File: src/rtl/fft4_bin_streamer_if.sv
// Handshake and data bundle between the FFT core, the bin streamer and the
// downstream spectrum monitor.
interface fft4_bin_streamer_if #(
  parameter int W_IN  = 6,
  parameter int W_POW = 2 * W_IN
);
  // Frame capture side
  logic                   in_valid;
  logic                   in_ready;
  logic signed [W_IN-1:0] Ar, Br, Cr, Dr;
  logic signed [W_IN-1:0] Ai, Bi, Ci, Di;

  // Per-bin stream side
  logic                   out_valid;
  logic                   out_ready;
  logic [1:0]             out_bin;
  logic signed [W_IN-1:0] out_re;
  logic signed [W_IN-1:0] out_im;
  logic [W_POW-1:0]       out_pow;
  logic                   out_last;

  // Peak report
  logic                   peak_valid;
  logic [1:0]             peak_bin;
  logic [W_POW-1:0]       peak_pow;

  // Upstream/downstream environment driving the streamer
  modport master (
    output in_valid, Ar, Br, Cr, Dr, Ai, Bi, Ci, Di, out_ready,
    input  in_ready, out_valid, out_bin, out_re, out_im, out_pow, out_last,
    input  peak_valid, peak_bin, peak_pow
  );

  // The streamer itself
  modport slave (
    input  in_valid, Ar, Br, Cr, Dr, Ai, Bi, Ci, Di, out_ready,
    output in_ready, out_valid, out_bin, out_re, out_im, out_pow, out_last,
    output peak_valid, peak_bin, peak_pow
  );
endinterface

File: src/rtl/fft4_bin_streamer.sv
// Captures one 4-bin FFT frame, streams the bins with their power one per
// transfer, then pulses a one-cycle report of the peak-power bin.
//
// state  | meaning
// IDLE   | waiting for a frame, in_ready high
// STREAM | presenting bin idx, advancing on each out transfer
// PEAK   | one cycle, peak_valid high with the frame's max-power bin
module fft4_bin_streamer #(
  parameter int W_IN  = 6,
  parameter int W_POW = 2 * W_IN
) (
  input logic                clk,
  input logic                rst,
  fft4_bin_streamer_if.slave bus
);

  typedef enum logic [1:0] {
    IDLE   = 2'd0,
    STREAM = 2'd1,
    PEAK   = 2'd2
  } state_t;

  state_t                 state_q, state_d;
  logic [1:0]             idx_q, idx_d;
  logic signed [W_IN-1:0] re_q [4];
  logic signed [W_IN-1:0] re_d [4];
  logic signed [W_IN-1:0] im_q [4];
  logic signed [W_IN-1:0] im_d [4];
  logic [W_POW-1:0]       max_pow_q, max_pow_d;
  logic [1:0]             max_bin_q, max_bin_d;
  logic [W_POW-1:0]       peak_pow_q, peak_pow_d;
  logic [1:0]             peak_bin_q, peak_bin_d;

  logic signed [W_IN-1:0]   cur_re, cur_im;
  logic signed [2*W_IN-1:0] re_x, im_x;
  logic signed [2*W_IN-1:0] re_sq, im_sq;
  logic [W_POW-1:0]         cur_pow;
  logic                     take_max;
  logic                     streaming;

  // Select the current bin and form its power; squares are never negative,
  // so reinterpreting them as unsigned before the add loses nothing.
  always_comb begin
    cur_re  = re_q[idx_q];
    cur_im  = im_q[idx_q];
    re_x    = (2*W_IN)'(cur_re);
    im_x    = (2*W_IN)'(cur_im);
    re_sq   = re_x * re_x;
    im_sq   = im_x * im_x;
    cur_pow = W_POW'($unsigned(re_sq)) + W_POW'($unsigned(im_sq));
  end

  // Next-state, capture and running-max logic.
  always_comb begin
    state_d    = state_q;
    idx_d      = idx_q;
    re_d       = re_q;
    im_d       = im_q;
    max_pow_d  = max_pow_q;
    max_bin_d  = max_bin_q;
    peak_pow_d = peak_pow_q;
    peak_bin_d = peak_bin_q;
    // Strict compare keeps the lower index on ties; bin 0 always seeds.
    take_max   = (idx_q == 2'd0) || (cur_pow > max_pow_q);
    case (state_q)
      IDLE: begin
        if (bus.in_valid) begin
          re_d[0]   = bus.Ar;
          re_d[1]   = bus.Br;
          re_d[2]   = bus.Cr;
          re_d[3]   = bus.Dr;
          im_d[0]   = bus.Ai;
          im_d[1]   = bus.Bi;
          im_d[2]   = bus.Ci;
          im_d[3]   = bus.Di;
          idx_d     = 2'd0;
          max_pow_d = '0;
          max_bin_d = 2'd0;
          state_d   = STREAM;
        end
      end
      STREAM: begin
        if (bus.out_ready) begin
          if (take_max) begin
            max_pow_d = cur_pow;
            max_bin_d = idx_q;
          end
          idx_d = idx_q + 2'd1;
          if (idx_q == 2'd3) begin
            // Latch the report now so it is visible throughout PEAK.
            peak_pow_d = max_pow_d;
            peak_bin_d = max_bin_d;
            state_d    = PEAK;
          end
        end
      end
      PEAK:    state_d = IDLE;
      default: state_d = IDLE;
    endcase
  end

  // State and datapath registers.
  always_ff @(posedge clk or posedge rst) begin
    if (rst) begin
      state_q    <= IDLE;
      idx_q      <= 2'd0;
      max_pow_q  <= '0;
      max_bin_q  <= 2'd0;
      peak_pow_q <= '0;
      peak_bin_q <= 2'd0;
      for (int i = 0; i < 4; i++) begin
        re_q[i] <= '0;
        im_q[i] <= '0;
      end
    end else begin
      state_q    <= state_d;
      idx_q      <= idx_d;
      max_pow_q  <= max_pow_d;
      max_bin_q  <= max_bin_d;
      peak_pow_q <= peak_pow_d;
      peak_bin_q <= peak_bin_d;
      re_q       <= re_d;
      im_q       <= im_d;
    end
  end

  // Stream fields read as zero whenever no bin is being offered.
  always_comb begin
    streaming      = (state_q == STREAM);
    bus.in_ready   = (state_q == IDLE);
    bus.out_valid  = streaming;
    bus.out_bin    = streaming ? idx_q : 2'd0;
    bus.out_re     = streaming ? cur_re : '0;
    bus.out_im     = streaming ? cur_im : '0;
    bus.out_pow    = streaming ? cur_pow : '0;
    bus.out_last   = streaming && (idx_q == 2'd3);
    bus.peak_valid = (state_q == PEAK);
    bus.peak_bin   = peak_bin_q;
    bus.peak_pow   = peak_pow_q;
  end

endmodule

File: src/flat_wrapper.sv
// flat-port wrapper written by rule: the top's interface ports become plain ports
module fft4_bin_streamer_flat 
#(
  parameter int W_IN  = 6,
  parameter int W_POW = 2 * W_IN
)
  (clk, rst, bus_in_valid, bus_Ar, bus_Br, bus_Cr, bus_Dr, bus_Ai, bus_Bi, bus_Ci, bus_Di, bus_out_ready, bus_in_ready, bus_out_valid, bus_out_bin, bus_out_re, bus_out_im, bus_out_pow, bus_out_last, bus_peak_valid, bus_peak_bin, bus_peak_pow);
  fft4_bin_streamer_if #(.W_IN(W_IN), .W_POW(W_POW)) bus_i ();
  input logic clk;
  input logic rst;
  input wire logic [$bits(bus_i.in_valid)-1:0] bus_in_valid;
  input wire logic [$bits(bus_i.Ar)-1:0] bus_Ar;
  input wire logic [$bits(bus_i.Br)-1:0] bus_Br;
  input wire logic [$bits(bus_i.Cr)-1:0] bus_Cr;
  input wire logic [$bits(bus_i.Dr)-1:0] bus_Dr;
  input wire logic [$bits(bus_i.Ai)-1:0] bus_Ai;
  input wire logic [$bits(bus_i.Bi)-1:0] bus_Bi;
  input wire logic [$bits(bus_i.Ci)-1:0] bus_Ci;
  input wire logic [$bits(bus_i.Di)-1:0] bus_Di;
  input wire logic [$bits(bus_i.out_ready)-1:0] bus_out_ready;
  output wire logic [$bits(bus_i.in_ready)-1:0] bus_in_ready;
  output wire logic [$bits(bus_i.out_valid)-1:0] bus_out_valid;
  output wire logic [$bits(bus_i.out_bin)-1:0] bus_out_bin;
  output wire logic [$bits(bus_i.out_re)-1:0] bus_out_re;
  output wire logic [$bits(bus_i.out_im)-1:0] bus_out_im;
  output wire logic [$bits(bus_i.out_pow)-1:0] bus_out_pow;
  output wire logic [$bits(bus_i.out_last)-1:0] bus_out_last;
  output wire logic [$bits(bus_i.peak_valid)-1:0] bus_peak_valid;
  output wire logic [$bits(bus_i.peak_bin)-1:0] bus_peak_bin;
  output wire logic [$bits(bus_i.peak_pow)-1:0] bus_peak_pow;
  assign bus_i.in_valid = bus_in_valid;
  assign bus_i.Ar = bus_Ar;
  assign bus_i.Br = bus_Br;
  assign bus_i.Cr = bus_Cr;
  assign bus_i.Dr = bus_Dr;
  assign bus_i.Ai = bus_Ai;
  assign bus_i.Bi = bus_Bi;
  assign bus_i.Ci = bus_Ci;
  assign bus_i.Di = bus_Di;
  assign bus_i.out_ready = bus_out_ready;
  assign bus_in_ready = bus_i.in_ready;
  assign bus_out_valid = bus_i.out_valid;
  assign bus_out_bin = bus_i.out_bin;
  assign bus_out_re = bus_i.out_re;
  assign bus_out_im = bus_i.out_im;
  assign bus_out_pow = bus_i.out_pow;
  assign bus_out_last = bus_i.out_last;
  assign bus_peak_valid = bus_i.peak_valid;
  assign bus_peak_bin = bus_i.peak_bin;
  assign bus_peak_pow = bus_i.peak_pow;
  fft4_bin_streamer #(.W_IN(W_IN), .W_POW(W_POW)) u_core (.clk(clk), .rst(rst), .bus(bus_i));
endmodule
File: config.mk
export PLATFORM = sky130hd
export DESIGN_NAME = fft4_bin_streamer_flat
export DESIGN_NICKNAME = d
export VERILOG_FILES = /design/src/rtl/fft4_bin_streamer_if.sv /design/src/rtl/fft4_bin_streamer.sv /design/src/flat_wrapper.sv
export SDC_FILE = /design/constraint.sdc
export NUM_CORES = 1
export LEC_CHECK = 0
export ABC_AREA = 1
export CORE_ASPECT_RATIO = 0.8
export CORE_MARGIN = 2
export CORE_UTILIZATION = 50
export DETAILED_ROUTE_END_ITERATION = 6
export GPL_TIMING_DRIVEN = 0
export PLACE_DENSITY = 0.74
export SYNTH_ARGS = -nofsm -noshare
export SYNTH_HDL_FRONTEND = slang
export SYNTH_SLANG_ARGS = --single-unit
File: constraint.sdc
create_clock -name clk -period 7.71 [get_ports clk]
set_clock_uncertainty 0.1 [all_clocks]
set_input_delay 1.542 -clock clk [delete_from_list [all_inputs] [get_ports clk]]
set_output_delay 1.542 -clock clk [all_outputs]
set_load 0.05 [all_outputs]
==> results_dict.tcl <==
set metrics [dict create \
    status "complete, but fails checks" \
    failed_checks "setup timing" \
    drcViolationCount 0 \
    cts_root_buf "clkbuf_16" \
    viasPerCell 5.22 \
    synthesis.nets 888 \
    synthArstFlopShare_pct 100 \
    synthMuxAreaShare_pct 6.27 \
    rsz0062_at_grt "yes" \
    cts_hold_buf 0 \
    period_share_pct 106 \
    grt_start_max_net_pins 45 \
    final_cell_mix "inv_1, nand2_1, clkdlybuf4s50_1, dfrtp_1, nor2_1" \
    fin_setup_tns_ns -1.27 \
    end_kind "output port" \
    gp_congestion 0.868 \
    antenna_found_initial 0 \
    synth-simple-area-share_pct 16.7 \
    critPathTopFamily "adder cells" \
    ys_ff_latch 80 \
    max_cap_viol_count 0 \
    yosysUniqueCellTypes 31 \
    seq_area_frac_synth_pct 31.0 \
    first_global_vias 5864 \
    layout_min_cycle_time_ns 8.16 \
    first_pass_iters 5 \
    syn_inst 733 \
    wire_per_inst_um 17.2 \
    start_util_pct 50.8 \
    synth.top_cell.area_share_pct 31.0 \
    ios 96 \
    syn_area_per_cell_um2 8.82 \
    required_ns 6.07 \
    hold_path_class "reg -> reg" \
    ant_nets 0 \
    n_antenna_cell 0 \
    worstSetupPathType "reg -> out" \
    crit_fanout 8 \
    final_layout_size_suffix_gt1_share_pct 30.2 \
    dpl.cell_count 1004 \
    worst_pin_slew_ns 0.849 \
    dieArea_mm2 0.0139 \
    synth_area_mm2 0.00647 \
    nets 1056 \
    max_stage_delay_ns 0.55 \
    htreeDepth 3 \
    numClockSinks 80 \
    syn2layout_area_growth_pct 44.6 \
    grt_pass1_wl_mm 28.9 \
    synth-compound-area-share_pct 6.87 \
    routed_wirelength_mm 18.6 \
    final_common_cell "inv_1" \
    cpMostUsedCell "fa_1" \
    cp_slowest_cell "fa_1" \
    hpwlAfterDp_mm 12.6 \
    synth_top_family_by_area "adder cells" \
    synth_top_area_cell "dfrtp_1" \
    cts_tree "done" \
    die_h_um 106 \
    synth_area_leaders "dfrtp_1, fa_1, ha_1" \
    drt_iter0_drc 385 \
    core_mm2 0.0127 \
    num-fill-cells 809 \
    cp-start-kind "register" \
    fp.dieW_um 131 \
    synthFlopType "dfrtp_1" \
    grt_util_all_layers_pct 26.4 \
    slew_headroom_pct 43.4 \
    setup_violations 4 \
    hold_violations 0 \
    place_area_mm2 0.00767 \
    synth_edf_count 0 \
    port_buffers 95 \
    ys_warn_count 0 \
    drv_slew 0 \
    clock_path_buffers 2 \
    pre_cts_slack_ns -1.43 \
    fin_cells 1079 \
    grt_overflow 0 \
    rows 37 \
    path_clk_slew_ns 0.06 \
    cp_num_buf_inv 10 \
    synth_fa_ha_area_share_pct 26.7 \
    synth_xor_area_share_pct 1.49 \
    cts_inserted_buffers 9 \
    max_freq_mhz 123 \
    num_vias 5637 \
    crit_arrival_ns 6.52 \
    clk_latency_ns 0.35 \
    fin_ws_ns -0.450 \
    design_area_mm2 0.00935 \
]
-- per-stage QoR --
stage / utilization [%] / hold slack (ns)
floorplan: - / 0.342
global placement: 60.1 / 0.356
detailed placement: 60.3 / 0.362
CTS: 69.3 / 0.377
global route: 73.4 / 0.389
finish: 73.4 / 0.368
-- area by class of cell --
class                   instances  area, um2  share of cell area [%]
multi-input cells             478       4470                    47.9
clock inverters                 3       43.8                   0.468
inverters                     154        606                    6.48
plain buffers                  22        186                    1.99
clock buffers                  11        243                    2.60
repair buffers                156       1580                    16.8
well taps                     175        219                    2.34
flip-flops and latches         80       2000                    21.4
-- worst paths after layout --
path	start	endpoint	cells past startpoint	slack [ns]
hold / removal	u_core.bus.peak_pow[5]$_DFFE_PP0P_	u_core.bus.peak_pow[5]$_DFFE_PP0P_	2	0.37
min in group asynchronous	rst	u_core.re_q[7]$_DFFE_PP0P_	2	1.48
max in group asynchronous	rst	u_core.re_q[15]$_DFFE_PP0P_	3	5.42
setup / recovery	u_core.idx_q[0]$_DFFE_PP0P_	bus_out_pow[11]	26	-0.45
hold reg to reg	u_core.bus.peak_pow[5]$_DFFE_PP0P_	u_core.bus.peak_pow[5]$_DFFE_PP0P_	2	0.37
setup reg to reg	u_core.idx_q[0]$_DFFE_PP0P_	u_core.max_pow_q[4]$_DFFE_PP0P_	37	0.09
-- worst register-to-register path, delay by kind of cell (launching register included) --
| kind | cells | cell delay (ns) |
|---|---|---|
| compound gates | 4 | 0.73 |
| xor+xnor | 1 | 0.20 |
| fa+ha+maj | 9 | 3.69 |
| buf+inv | 12 | 1.22 |
| flops | 1 | 0.45 |
| simple gates | 11 | 1.11 |
-- cells in the mapped netlist, types with 6 or more instances --
cell and n:
a21oi_1 33, clkbuf_1 6, fa_1 58, buf_2 9
inv_2 12, dfrtp_1 80, ha_1 45, a32oi_2 7
mux2_2 36, nor2_1 87, inv_1 142, xor2_1 6
nand3_1 37, nand2_1 121, o21ai_0 18
-- cell families (layout without fill, tap and decap cells) --
group / after synthesis / in the layout
compound gates: 67 / 67
fa+ha+maj: 103 / 103
simple gates: 260 / 261
mux: 36 / 36
xor+xnor: 11 / 11
flops: 80 / 80
buf+inv: 176 / 346
-- state kept, by name, indices dropped and copies added (netlist names) --
register and flops:
u_core.im_q 24, u_core.re_q 24, u_core.bus.peak_pow 12, u_core.max_pow_q 12, u_core.bus.peak_bin 2, u_core.idx_q 2, u_core.max_bin_q 2, u_core.state_q 2
-- layer usage --
| layer | track usage [%] | up-vias | share of wire [%] |
|---|---|---|---|
| li1 | - | 2599 | - |
| met1 | 34.8 | 2786 | 41 |
| met2 | 45.7 | 213 | 50 |
| met3 | 4.62 | 39 | 6.1 |
| met4 | 6.68 | 0 | 2.7 |
| met5 | 0 | - | 0 |
-- timing repair --
| item | in CTS | in global routing |
|---|---|---|
| pin swaps | 46 | 23 |
| cloned | 4 | 3 |
| setup buffers | 39 | 15 |
| gates resized for setup | 139 | 98 |
| hold endpoints to repair | 0 | 0 |
| endpoints found under the setup margin | 35 | 35 |
Power is left out: the tool's default activity adds up to more than one toggle a clock period on the data nets, which glitch-free logic cannot reach.
